==> src/rtl/prt_frame_transmitter_if.sv <==
// Frame transmitter bus bundle: send request, PRT read port, egress byte stream, invalidate, status.
interface prt_frame_transmitter_if #(
  parameter int unsigned DATA_WIDTH  = 8,
  parameter int unsigned ADDR_WIDTH  = 10,
  parameter int unsigned MAX_ENTRIES = 16
);
  localparam int unsigned SLOT_W = $clog2(MAX_ENTRIES);

  logic                  req_valid;
  logic                  req_ready;
  logic [SLOT_W-1:0]     req_slot;
  logic [ADDR_WIDTH-1:0] req_len;

  logic                  mem_rd_en;
  logic [SLOT_W-1:0]     mem_rd_slot;
  logic [ADDR_WIDTH-1:0] mem_rd_addr;
  logic [DATA_WIDTH-1:0] mem_rd_data;

  logic [DATA_WIDTH-1:0] tx_data;
  logic                  tx_valid;
  logic                  tx_last;
  logic                  tx_ready;

  logic                  inv_en;
  logic [SLOT_W-1:0]     inv_slot;
  logic                  busy;
  logic [15:0]           frames_sent;

  // Transmitter side
  modport master (
    input  req_valid, req_slot, req_len, mem_rd_data, tx_ready,
    output req_ready, mem_rd_en, mem_rd_slot, mem_rd_addr,
           tx_data, tx_valid, tx_last, inv_en, inv_slot, busy, frames_sent
  );

  // Requester / memory / MAC side
  modport slave (
    output req_valid, req_slot, req_len, mem_rd_data, tx_ready,
    input  req_ready, mem_rd_en, mem_rd_slot, mem_rd_addr,
           tx_data, tx_valid, tx_last, inv_en, inv_slot, busy, frames_sent
  );
endinterface

==> src/rtl/prt_frame_transmitter.sv <==
// Streams one PRT frame out byte-wise, then pulses an invalidate for its slot.
module prt_frame_transmitter #(
  parameter int unsigned DATA_WIDTH  = 8,
  parameter int unsigned ADDR_WIDTH  = 10,
  parameter int unsigned MAX_ENTRIES = 16
) (
  input  logic                     clk,
  input  logic                     rst_n,
  prt_frame_transmitter_if.master  bus
);
  localparam int unsigned SLOT_W = $clog2(MAX_ENTRIES);
  localparam int unsigned CNT_W  = 16;

  typedef enum logic [1:0] {IDLE, STREAM, DONE} state_e;

  state_e                state_q, state_d;
  logic [SLOT_W-1:0]     slot_q, slot_d;
  logic [ADDR_WIDTH-1:0] len_q, len_d;
  logic [ADDR_WIDTH-1:0] rd_ptr_q, rd_ptr_d;
  logic [ADDR_WIDTH-1:0] sent_q, sent_d;
  logic                  rd_vld_q, rd_vld_d;
  logic [DATA_WIDTH-1:0] fifo_q [2];
  logic [DATA_WIDTH-1:0] fifo_d [2];
  logic                  head_q, head_d;
  logic [1:0]            cnt_q, cnt_d;
  logic [CNT_W-1:0]      frames_q, frames_d;

  logic                  rd_issue;
  logic [1:0]            occ;
  logic                  tx_valid_c;
  logic                  tx_last_c;
  logic                  tx_fire;
  logic                  push;
  logic                  pop;
  logic                  wr_idx;
  logic [DATA_WIDTH-1:0] head_data;

  // Next-state: read issue, fall-through output buffer, frame sequencing
  always_comb begin
    state_d  = state_q;
    slot_d   = slot_q;
    len_d    = len_q;
    rd_ptr_d = rd_ptr_q;
    sent_d   = sent_q;
    fifo_d   = fifo_q;
    head_d   = head_q;
    frames_d = frames_q;

    // Returning read data counts as outstanding so the buffer can never overflow.
    occ      = 2'(cnt_q + 2'(rd_vld_q));
    rd_issue = (state_q == STREAM) && (rd_ptr_q < len_q) && (occ < 2'd2);
    rd_vld_d = rd_issue;

    // Data returning this cycle is presented directly when the buffer is empty.
    tx_valid_c = (cnt_q != 2'd0) || rd_vld_q;
    head_data  = (cnt_q != 2'd0) ? fifo_q[head_q] : bus.mem_rd_data;
    tx_last_c  = tx_valid_c && (sent_q == ADDR_WIDTH'(len_q - ADDR_WIDTH'(1)));
    tx_fire    = tx_valid_c && bus.tx_ready;

    push   = rd_vld_q && !((cnt_q == 2'd0) && tx_fire);
    pop    = (cnt_q != 2'd0) && tx_fire;
    wr_idx = head_q ^ cnt_q[0];
    if (push) fifo_d[wr_idx] = bus.mem_rd_data;
    if (pop) head_d = ~head_q;
    cnt_d = 2'(cnt_q + 2'(push) - 2'(pop));

    if (rd_issue) rd_ptr_d = rd_ptr_q + ADDR_WIDTH'(1);
    if (tx_fire) sent_d = sent_q + ADDR_WIDTH'(1);

    case (state_q)
      IDLE: begin
        if (bus.req_valid) begin
          slot_d   = bus.req_slot;
          len_d    = bus.req_len;
          rd_ptr_d = '0;
          sent_d   = '0;
          state_d  = (bus.req_len != '0) ? STREAM : DONE;
        end
      end
      STREAM: begin
        if (tx_fire && tx_last_c) state_d = DONE;
      end
      DONE: begin
        frames_d = frames_q + CNT_W'(1);
        state_d  = IDLE;
      end
      default: state_d = IDLE;
    endcase
  end

  // State and datapath registers with synchronous reset
  always_ff @(posedge clk) begin
    if (!rst_n) begin
      state_q   <= IDLE;
      slot_q    <= '0;
      len_q     <= '0;
      rd_ptr_q  <= '0;
      sent_q    <= '0;
      rd_vld_q  <= 1'b0;
      fifo_q[0] <= '0;
      fifo_q[1] <= '0;
      head_q    <= 1'b0;
      cnt_q     <= 2'd0;
      frames_q  <= '0;
    end else begin
      state_q   <= state_d;
      slot_q    <= slot_d;
      len_q     <= len_d;
      rd_ptr_q  <= rd_ptr_d;
      sent_q    <= sent_d;
      rd_vld_q  <= rd_vld_d;
      fifo_q[0] <= fifo_d[0];
      fifo_q[1] <= fifo_d[1];
      head_q    <= head_d;
      cnt_q     <= cnt_d;
      frames_q  <= frames_d;
    end
  end

  // Output decode; slot/address/data are zeroed when their strobe is low
  assign bus.req_ready   = (state_q == IDLE);
  assign bus.busy        = (state_q != IDLE);
  assign bus.mem_rd_en   = rd_issue;
  assign bus.mem_rd_slot = rd_issue ? slot_q : '0;
  assign bus.mem_rd_addr = rd_issue ? rd_ptr_q : '0;
  assign bus.tx_valid    = tx_valid_c;
  assign bus.tx_data     = tx_valid_c ? head_data : '0;
  assign bus.tx_last     = tx_last_c;
  assign bus.inv_en      = (state_q == DONE);
  assign bus.inv_slot    = (state_q == DONE) ? slot_q : '0;
  assign bus.frames_sent = frames_q;

endmodule

==> src/flat_wrapper.sv <==
// flat-port wrapper written by rule: the top's interface ports become plain ports
module prt_frame_transmitter_flat 
#(
  parameter int unsigned DATA_WIDTH  = 8,
  parameter int unsigned ADDR_WIDTH  = 10,
  parameter int unsigned MAX_ENTRIES = 16
)
  (clk, rst_n, bus_req_valid, bus_req_slot, bus_req_len, bus_mem_rd_data, bus_tx_ready, bus_req_ready, bus_mem_rd_en, bus_mem_rd_slot, bus_mem_rd_addr, bus_tx_data, bus_tx_valid, bus_tx_last, bus_inv_en, bus_inv_slot, bus_busy, bus_frames_sent);
  prt_frame_transmitter_if #(.DATA_WIDTH(DATA_WIDTH), .ADDR_WIDTH(ADDR_WIDTH), .MAX_ENTRIES(MAX_ENTRIES)) bus_i ();
  input  logic clk;
  input  logic rst_n;
  input wire logic [$bits(bus_i.req_valid)-1:0] bus_req_valid;
  input wire logic [$bits(bus_i.req_slot)-1:0] bus_req_slot;
  input wire logic [$bits(bus_i.req_len)-1:0] bus_req_len;
  input wire logic [$bits(bus_i.mem_rd_data)-1:0] bus_mem_rd_data;
  input wire logic [$bits(bus_i.tx_ready)-1:0] bus_tx_ready;
  output wire logic [$bits(bus_i.req_ready)-1:0] bus_req_ready;
  output wire logic [$bits(bus_i.mem_rd_en)-1:0] bus_mem_rd_en;
  output wire logic [$bits(bus_i.mem_rd_slot)-1:0] bus_mem_rd_slot;
  output wire logic [$bits(bus_i.mem_rd_addr)-1:0] bus_mem_rd_addr;
  output wire logic [$bits(bus_i.tx_data)-1:0] bus_tx_data;
  output wire logic [$bits(bus_i.tx_valid)-1:0] bus_tx_valid;
  output wire logic [$bits(bus_i.tx_last)-1:0] bus_tx_last;
  output wire logic [$bits(bus_i.inv_en)-1:0] bus_inv_en;
  output wire logic [$bits(bus_i.inv_slot)-1:0] bus_inv_slot;
  output wire logic [$bits(bus_i.busy)-1:0] bus_busy;
  output wire logic [$bits(bus_i.frames_sent)-1:0] bus_frames_sent;
  assign bus_i.req_valid = bus_req_valid;
  assign bus_i.req_slot = bus_req_slot;
  assign bus_i.req_len = bus_req_len;
  assign bus_i.mem_rd_data = bus_mem_rd_data;
  assign bus_i.tx_ready = bus_tx_ready;
  assign bus_req_ready = bus_i.req_ready;
  assign bus_mem_rd_en = bus_i.mem_rd_en;
  assign bus_mem_rd_slot = bus_i.mem_rd_slot;
  assign bus_mem_rd_addr = bus_i.mem_rd_addr;
  assign bus_tx_data = bus_i.tx_data;
  assign bus_tx_valid = bus_i.tx_valid;
  assign bus_tx_last = bus_i.tx_last;
  assign bus_inv_en = bus_i.inv_en;
  assign bus_inv_slot = bus_i.inv_slot;
  assign bus_busy = bus_i.busy;
  assign bus_frames_sent = bus_i.frames_sent;
  prt_frame_transmitter #(.DATA_WIDTH(DATA_WIDTH), .ADDR_WIDTH(ADDR_WIDTH), .MAX_ENTRIES(MAX_ENTRIES)) u_core (.clk(clk), .rst_n(rst_n), .bus(bus_i));
endmodule
==> config.mk <==
export PLATFORM = sky130hd
export DESIGN_NAME = prt_frame_transmitter_flat
export DESIGN_NICKNAME = d
export VERILOG_FILES = /design/src/rtl/prt_frame_transmitter_if.sv /design/src/rtl/prt_frame_transmitter.sv /design/src/flat_wrapper.sv
export SDC_FILE = /design/constraint.sdc
export NUM_CORES = 1
export LEC_CHECK = 0
export BUFFER_PORTS_ARGS = -buffer_cell sky130_fd_sc_hd__buf_2
export CAP_MARGIN = 20
export CORE_ASPECT_RATIO = 0.9
export CORE_MARGIN = 8
export CORE_UTILIZATION = 50
export CTS_CLUSTER_DIAMETER = 80
export DETAILED_ROUTE_END_ITERATION = 6
export PLACE_DENSITY = 0.82
export SYNTH_ARGS = -nofsm -noshare
export SYNTH_HDL_FRONTEND = slang
export SYNTH_SLANG_ARGS = --single-unit
==> constraint.sdc <==
create_clock -name clk -period 4.35 [get_ports clk]
set_input_delay 0 -clock clk [delete_from_list [all_inputs] [get_ports clk]]
set_output_delay 0 -clock clk [all_outputs]
set_load 0.05 [all_outputs]
==> results of run 1 <==
## worst max-delay path by stage
stage                                from                 end  slack (ns)  depth (start not counted)
after floorplan           u_core.len_q[8]  u_core.rd_ptr_q[0]        1.71                          9
after global routing      u_core.len_q[3]  bus_mem_rd_addr[0]        1.07                          8
after global placement    u_core.len_q[8]  u_core.rd_ptr_q[0]        1.72                          8
after CTS                 u_core.len_q[8]  bus_mem_rd_addr[0]        1.27                          8
final                     u_core.len_q[8]  bus_mem_rd_addr[0]        1.28                          8
after detailed placement  u_core.len_q[8]  u_core.rd_ptr_q[0]        1.57                          8
## state kept, by name, indices dropped and copies added (netlist names)
register / flops
u_core.slot_q: 4
u_core.state_q: 2
u_core.cnt_q: 2
u_core.rd_vld_q: 1
u_core.head_q: 1
u_core.sent_q: 10
u_core.fifo_q: 16
u_core.len_q: 10
u_core.rd_ptr_q: 10
u_core.bus.frames_sent: 16
## power breakdown
group	leakage [nW]	switching, W	internal, W
registers	0.583	0.0000558	0.000690
logic	1.40	0.000237	0.000142
clock network	0.117	0.000266	0.000385
## through the flow
step | power, W | hold slack, ns
3_3_place_gp | 0.00111 | 0.247
3_5_place_dp | 0.00112 | 0.248
6_report | 0.00178 | 0.188
5_1_grt | 0.00185 | 0.200
2_1_floorplan | 0.00104 | 0.135
4_1_cts | 0.00179 | 0.189
## worst max-delay path, cell delays in order (launching register included)
cell and delay (ns):
dfxtp_1 0.37, inv_1 0.08, ha_1 0.31, a21oi_1 0.14, a21boi_0 0.11, or4b_4 0.59, a21oi_2 0.60, ha_1 0.26
buf_2 0.26
## cell type report
class,instances,area [um2],area share (%)
tap,96,120,2.50
clock buffer,10,128,2.66
inverter,19,71.3,1.49
timing repair buffer,95,586,12.2
sequential,72,1440,30.0
multi-input combinational,348,2340,48.7
clock inverter,6,115,2.40
## cells in the mapped netlist, types with 3 or more instances
master	number
o21ai_0	14
nand4_1	10
clkbuf_1	14
nor2b_1	23
a21boi_1	14
or3_1	4
xnor2_1	24
a21o_1	3
nand3_1	22
nand2_1	51
a2111oi_2	3
and2_1	39
nor4_1	3
dfxtp_1	72
ha_1	16
inv_1	19
a211oi_1	4
mux2i_1	27
xor2_1	13
and3_1	8
a21oi_1	9
nor2_1	31
## logic make-up (layout without fill, tap and decap cells)
| family | after synthesis | count (layout) | synth area share [%] |
|---|---|---|---|
| AO/OA/AOI/OAI | 66 | 66 | 12.5 |
| XOR/XNOR | 37 | 37 | 8.24 |
| adder cells (fa/ha/maj) | 16 | 16 | 5.09 |
| buffers and inverters | 38 | 130 | 3.88 |
| flip-flops | 72 | 72 | 36.6 |
| multiplexers | 28 | 28 | 7.15 |
| AND/OR/NAND/NOR | 201 | 201 | 26.6 |
## cell usage in the layout (no fill, tap or decap), drive strengths merged, types with 3 or more instances in the layout
cell / Yosys / final
nand3: 22 / 22
xor2: 13 / 13
nand2: 52 / 52
dfxtp: 72 / 72
dlygate4sd3: 0 / 22
and2: 39 / 39
a2111oi: 3 / 3
nor2b: 23 / 23
bufinv: 0 / 3
nand4: 10 / 10
o21ai: 16 / 16
ha: 16 / 16
a21oi: 10 / 10
mux2i: 27 / 27
a211oi: 5 / 5
clkbuf: 14 / 10
or3: 4 / 4
a21boi: 16 / 16
xnor2: 24 / 24
a21o: 3 / 3
and3: 8 / 8
nor2: 31 / 31
nor4: 3 / 3
buf: 5 / 73
inv: 19 / 21
## metal layers
layer,GRT usage (%),vias up,wire length [um]
met4,7.16,0,110
li1,-,1741,-
met1,20.6,1610,4230
met2,27.8,94,4320
met3,3.27,9,651
met5,0,-,0
## what timing repair did
item,4_1_cts,5_1_grt
endpoints found under the setup margin,0,0
resized for setup,0,0
hold endpoints to repair,30,0
hold buffers,22,0
==> results_dict.tcl, run 1 <==
set metrics [dict create \
    status "finished, final reports clean" \
    drc 0 \
    tightest_slew_ns 0.968 \
    drive_above_1_share_pct 18.0 \
    synth_top_cell_by_area "dfxtp_1" \
    grt_pass1_wl_um 15200 \
    die-area_um2 11000 \
    synth_area_leaders "dfxtp_1 37%, mux2i_1 6.9%, and2_1 6.2%" \
    rr_endpoint "u_core.rd_ptr_q[0]" \
    slew_headroom_pct 35.2 \
    synth_cell_types 49 \
    core_um2 7580 \
    r2r-start "u_core.len_q[8]" \
    synthCells 458 \
    overflow 0 \
    powerDensity_nw_per_um2 370 \
    drt-wirelength-per-cell_um 14.4 \
    routed-via-count 3454 \
    critPathMaxFanout 20 \
    place_ws_ns 1.57 \
    port_buffers 73 \
    post-dp-hpwl_um 6670 \
    dieHeight_um 100 \
    arrival_ns 3.07 \
    fin_crit_sh_pct 70.5 \
    cts_tree "done" \
    clk_pin_slew_worst_paths_ns 0.09 \
    grt_util_all_layers_pct 16.8 \
    drtIter0Drc 233 \
    rsz0062_at_grt "no" \
    io_pins 74 \
    rows 30 \
    grt_pass1_vias 3371 \
    irDropWorstVdd_mv 0.205 \
    hold-path-endpoint "u_core.head_q" \
    nNetsFinal 587 \
    syn_nets 500 \
    min_from "bus_tx_ready" \
    finalHoldViolations 0 \
    synth_top_area_share_pct 36.6 \
    slew_violations 0 \
    r2r_slack_ns 1.55 \
    die_w_um 110 \
    fin_cells 646 \
    synth-edff-count 0 \
    setup_viol 0 \
    wl_um 9310 \
    fmax_mhz 326 \
    cts_buffers 9 \
    start_util_pct 51.9 \
    clock_sinks 72 \
    min_path_type "input pin to flop" \
    yosys_warnings 0 \
    place_congestion 0.858 \
    rr_worst_depth 8 \
    finalClockSkew_ns 0.0116 \
    synth-main-ff-cell "dfxtp_1" \
    endpoint_kind "output port" \
    placed_cell_area_um2 4340 \
    design_area_um2 4800 \
    crit_path_start_kind "flop" \
    postSynthAreaPerCell_um2 8.59 \
    hold_path_depth 4 \
    num_antenna_cells 0 \
    antenna_found_initial 0 \
    final_core_utilization_pct 63.3 \
    clock_latency_ns 0.35 \
    drt_first_pass_iters 4 \
    final.min_clock_period_ns 3.07 \
    finalWorstSetupSlack_ns 1.28 \
    cts_setup_buffers 0 \
    htree_num_levels 3 \
    grt_max_degree 57 \
    place_inst 608 \
    drv_cap 0 \
    p_leak_nw 2.10 \
    cp.required_ns 4.35 \
    async_flop_share_pct 0 \
    ys_ff_latch 72 \
    fillers 619 \
    crit_type "flop to output port" \
    ant_nets 0 \
    synth_area_um2 3940 \
    ys_seq_area_share_pct 36.6 \
    fin_setup_tns_ns 0 \
    syn2layout_area_growth_pct 22.0 \
    via_per_inst 5.35 \
    cts_root_buf "clkbuf_8" \
    clockBufferDepth 2 \
]
Power figures use the tool's default switching activity.
==> run 2: changes to the inputs <==
==> constraint.sdc (replaced) <==
create_clock -name clk -period 3.2 [get_ports clk]
set_input_delay 0 -clock clk [delete_from_list [all_inputs] [get_ports clk]]
set_output_delay 0 -clock clk [all_outputs]
set_load 0.05 [all_outputs]
==> results_dict.tcl, run 2 (synthesis gave the netlist of run 1 again) <==
set metrics [dict create \
    clk_pin_slew_worst_paths_ns 0.08 \
    slew_violations 0 \
    slew_headroom_pct 50.2 \
    io_pins 74 \
    crit_path_start_kind "flop" \
    cts_setup_buffers 0 \
    dieHeight_um 100 \
    clock_sinks 72 \
    fmax_mhz 344 \
    finalClockSkew_ns 0.0138 \
    grt_busiest_layer "met2" \
    hold_path_depth 5 \
    r2r-start "u_core.len_q[3]" \
    port_buffers 73 \
    status "finished, final reports clean" \
    layout_commonest_cell "buf_2" \
    finalHoldViolations 0 \
    cts_buffers 9 \
    hold-path-endpoint "u_core.slot_q[3]" \
    wl_um 9570 \
    num_antenna_cells 0 \
    drv_cap 0 \
    grt_util_all_layers_pct 17.7 \
    finalWorstSetupSlack_ns 0.291 \
    core_um2 7580 \
    place_inst 614 \
    p_leak_nw 2.12 \
    gr-usage-met2_pct 28.7 \
    grt_pass1_vias 3397 \
    grt_pass1_wl_um 15900 \
    critPathMaxFanout 14 \
    min_from "bus_req_valid" \
    arrival_ns 2.91 \
    drtIter0Drc 190 \
    powerDensity_nw_per_um2 489 \
    grt_max_degree 57 \
    final.min_clock_period_ns 2.91 \
    rsz0062_at_grt "no" \
    fin_setup_tns_ns 0 \
    syn2layout_area_growth_pct 22.8 \
    clockBufferDepth 2 \
    via_per_inst 5.36 \
    drive_above_1_share_pct 18.9 \
    use_met3_pct 3.59 \
    htree_num_levels 3 \
    die_w_um 110 \
    nNetsFinal 593 \
    routed-via-count 3494 \
    setup_viol 0 \
    r2r_slack_ns 0.63 \
    tightest_slew_ns 0.743 \
    start_util_pct 51.9 \
    cts_tree "done" \
    fin_cells 652 \
    final_core_utilization_pct 63.7 \
    endpoint_kind "output port" \
    clock_latency_ns 0.35 \
    use_met1_pct 22.4 \
    ant_nets 0 \
    final_cell_mix "73 x buf_2, 72 x dfxtp_1, 51 x nand2_1" \
    min_path_type "input pin to flop" \
    crit_type "flop to output port" \
    overflow 0 \
    drt_first_pass_iters 4 \
    antenna_found_initial 0 \
    cts_root_buf "clkbuf_8" \
    drt-wirelength-per-cell_um 14.7 \
    place_ws_ns 0.499 \
    cp.required_ns 3.20 \
    post-dp-hpwl_um 6820 \
    drc 0 \
    rr_worst_depth 9 \
    fillers 630 \
    irDropWorstVdd_mv 0.269 \
    die-area_um2 11000 \
    rr_endpoint "u_core.rd_ptr_q[3]" \
    place_congestion 0.880 \
    fin_crit_sh_pct 90.9 \
    rows 30 \
]
==> run 2: cell types whose count changed in the layout (fill, tap and decap cells not counted) <==
| cell | delta |
|---|---|
| inv_6 | -2 |
| buf_4 | +6 |
| a21oi_4 | +1 |
| bufinv_16 | -1 |
| a21oi_2 | -1 |
| clkinv_4 | +3 |
==> run 2: how the worst max path moves through the flow <==
stage / startpoint / cells after the start / end / slack, ns
final: u_core.len_q[3] / 9 / bus_mem_rd_addr[5] / 0.29
after floorplan: u_core.len_q[8] / 9 / u_core.rd_ptr_q[0] / 0.56
after global placement: u_core.len_q[8] / 9 / u_core.rd_ptr_q[3] / 0.66
after CTS: u_core.len_q[8] / 9 / bus_mem_rd_addr[5] / 0.13
after global routing: u_core.len_q[3] / 9 / bus_mem_rd_addr[5] / 0.07
after detailed placement: u_core.len_q[8] / 9 / u_core.rd_ptr_q[3] / 0.50
==> run 2: stage by stage <==
stage	power, W	hold slack [ns]	cell area [um2]
2_1_floorplan	0.00142	0.135	3940
3_3_place_gp	0.00153	0.249	4380
3_5_place_dp	0.00155	0.251	4380
4_1_cts	0.00237	0.142	4830
5_1_grt	0.00247	0.195	4830
6_report	0.00236	0.151	4830
==> run 2: layer usage <==
layer,wire length [um],up-vias
li1,-,1748
met1,4250,1629
met2,4480,107
met3,704,10
met4,140,0
met5,0,-
==> run 2: what timing repair did <==
item	in CTS	in global routing
endpoints found under the setup margin	0	5
hold buffers	22	0
endpoints found under the hold margin	30	0
gates resized for setup	0	1
==> run 2: report_power, final <==
group | leakage (nW) | switching [W] | internal, W
sequential | 0.583 | 0.0000725 | 0.000938
clock | 0.107 | 0.000362 | 0.000443
combinational | 1.43 | 0.000334 | 0.000212
total | 2.12 | 0.000769 | 0.00159
==> run 2: worst max-delay path, stage by stage (launching register included) <==
cell and delay (ns):
dfxtp_1 0.43, inv_1 0.10, ha_1 0.31, a21o_1 0.19
a211oi_1 0.22, o21ai_1 0.29, a21oi_4 0.43, buf_4 0.21
and2_1 0.12, buf_2 0.26
==> run 2: final cells by class <==
class	instances	area, um2	area share, %
Sequential cell	72	1440	29.8
Inverter	19	71.3	1.48
Multi-Input combinational cell	348	2350	48.6
Clock inverter	6	93.8	1.94
Timing Repair Buffer	101	631	13.0
Clock buffer	10	128	2.64
Tap cell	96	120	2.49
==> run 3: changes to the inputs <==
==> constraint.sdc (replaced) <==
create_clock -name clk -period 3.2 [get_ports clk]
set_input_delay 0.16 -clock clk [delete_from_list [all_inputs] [get_ports clk]]
set_output_delay 0.16 -clock clk [all_outputs]
set_load 0.05 [all_outputs]
==> results_dict.tcl, run 3 (synthesis gave the netlist of run 1 again) <==
set metrics [dict create \
    whs_ns 0.0576 \
    cts_setup_buffers 0 \
    setup_viol 0 \
    slew_violations 0 \
    finalHoldViolations 0 \
    drc 0 \
    grt_pass1_vias 3231 \
    die_w_um 110 \
    via_per_inst 5.29 \
    nNetsFinal 571 \
    cts_hold_buf 0 \
    fin_crit_sh_pct 90.3 \
    cts_tree "done" \
    critical_path.slowest_cell "or4b_4" \
    cts_root_buf "clkbuf_8" \
    wl_um 9180 \
    crit_path_start_kind "flop" \
    placed_cell_area_um2 4380 \
    ant_nets 0 \
    num_antenna_cells 0 \
    critPathMaxFanout 20 \
    fillers 668 \
    min_path_type "input pin to flop" \
    slew_headroom_pct 53.2 \
    critPathBufInv 3 \
    syn2layout_area_growth_pct 16.0 \
    io_pins 74 \
    core_um2 7580 \
    clock_sinks 72 \
    clk_pin_slew_worst_paths_ns 0.08 \
    htree_num_levels 3 \
    cp_cell_sequence "inv_1, ha_1, a21oi_1, a21boi_0, or4b_4, a21oi_2, buf_4, ha_1, buf_2" \
    fmax_mhz 346 \
    postCtsResizedCells 0 \
    cp.required_ns 3.04 \
    rows 30 \
    status "finished, final reports clean" \
    powerDensity_nw_per_um2 479 \
    crit_type "flop to output port" \
    grt_max_degree 56 \
    place_congestion 0.905 \
    drt-wirelength-per-cell_um 14.6 \
    final_core_utilization_pct 60.2 \
    dr_wl_met2_um 4280 \
    post-dp-hpwl_um 6740 \
    cts_buffers 9 \
    final_cell_mix "73 x buf_2, 72 x dfxtp_1, 51 x nand2_1" \
    drtIter0Drc 217 \
    wl_met1_um 4070 \
    overflow 0 \
    drive_above_1_share_pct 19.9 \
    final.min_clock_period_ns 2.89 \
    drt_first_pass_iters 4 \
    endpoint_kind "output port" \
    layout_commonest_cell "buf_2" \
    routed-via-count 3330 \
    grt_util_all_layers_pct 16.8 \
    antenna_found_initial 0 \
    dieHeight_um 100 \
    clockBufferDepth 2 \
    fin_setup_tns_ns 0 \
    arrival_ns 2.73 \
    irDropWorstVdd_mv 0.223 \
    die-area_um2 11000 \
    rsz0062_at_grt "no" \
    port_buffers 73 \
    tightest_slew_ns 0.700 \
    start_util_pct 51.9 \
    drv_cap 0 \
    design_area_um2 4560 \
    wl_met3_um 696 \
    clock_latency_ns 0.34 \
    p_total_w 0.00218 \
    finalClockSkew_ns 0.0117 \
    p_leak_nw 2.01 \
    critical_path.top_delay_family "simple AND/OR/NAND/NOR gates" \
    cp_common_cell "ha_1" \
    routed.top_layer "met4" \
    slowest_delay_ns 0.59 \
    grt_pass1_wl_um 15000 \
]
-- run 3: cell count changes in the layout (fill, tap and decap cells not counted) --
cell,previous run,this run
a21oi_2,0,1
a21oi_4,1,0
bufinv_16,2,0
clkbuf_1,1,0
clkbuf_8,9,10
clkinv_2,0,2
clkinv_4,3,1
clkinvlp_4,1,2
dlygate4sd3_1,22,0
inv_6,0,1
-- run 3: final cells by class --
cell class                      count  area, um2  share of cell area, %
Sequential cell                    72       1440                   31.6
Inverter                           19       71.3                   1.56
Clock buffer                       10        138                   3.02
Clock inverter                      6       42.5                  0.932
Timing Repair Buffer               79        410                   8.99
Tap cell                           96        120                   2.63
Multi-Input combinational cell    348       2340                   51.3
-- run 3: where the power goes --
group          total, W  internal, W  switching [W]
Clock          0.000658     0.000304       0.000354
Sequential      0.00101     0.000938      0.0000710
Combinational  0.000519     0.000192       0.000327
Total           0.00218      0.00143       0.000752
-- run 3: per-stage QoR --
stage | setup WS (ns) | cells
final | 0.309 | 630
after CTS | 0.320 | 630
after floorplan | 0.408 | 458
after global placement | 0.794 | 614
after global routing | 0.0923 | 630
after detailed placement | 0.713 | 614
-- run 3: routing by layer --
layer | GRT usage (%) | vias to the layer above
met5 | 0 | -
met4 | 6.64 | 0
met3 | 3.14 | 13
met2 | 28.1 | 88
met1 | 20.5 | 1527
li1 | - | 1702
-- run 3: worst min-delay path, stage by stage --
cell and delay [ns]:
buf_2 0.10, nand2_1 0.04, a21boi_1 0.05
-- run 3: path summary, 6_finish.rpt --
path,from,end,slack (ns),depth (start not counted)
worst max-delay path,u_core.len_q[8],bus_mem_rd_addr[0],0.31,9
worst min-delay path,bus_req_slot[3],u_core.slot_q[3],0.06,3
worst max register to register,u_core.len_q[8],u_core.rd_ptr_q[0],0.73,9
worst min register to register,u_core.slot_q[3],u_core.slot_q[3],0.47,2
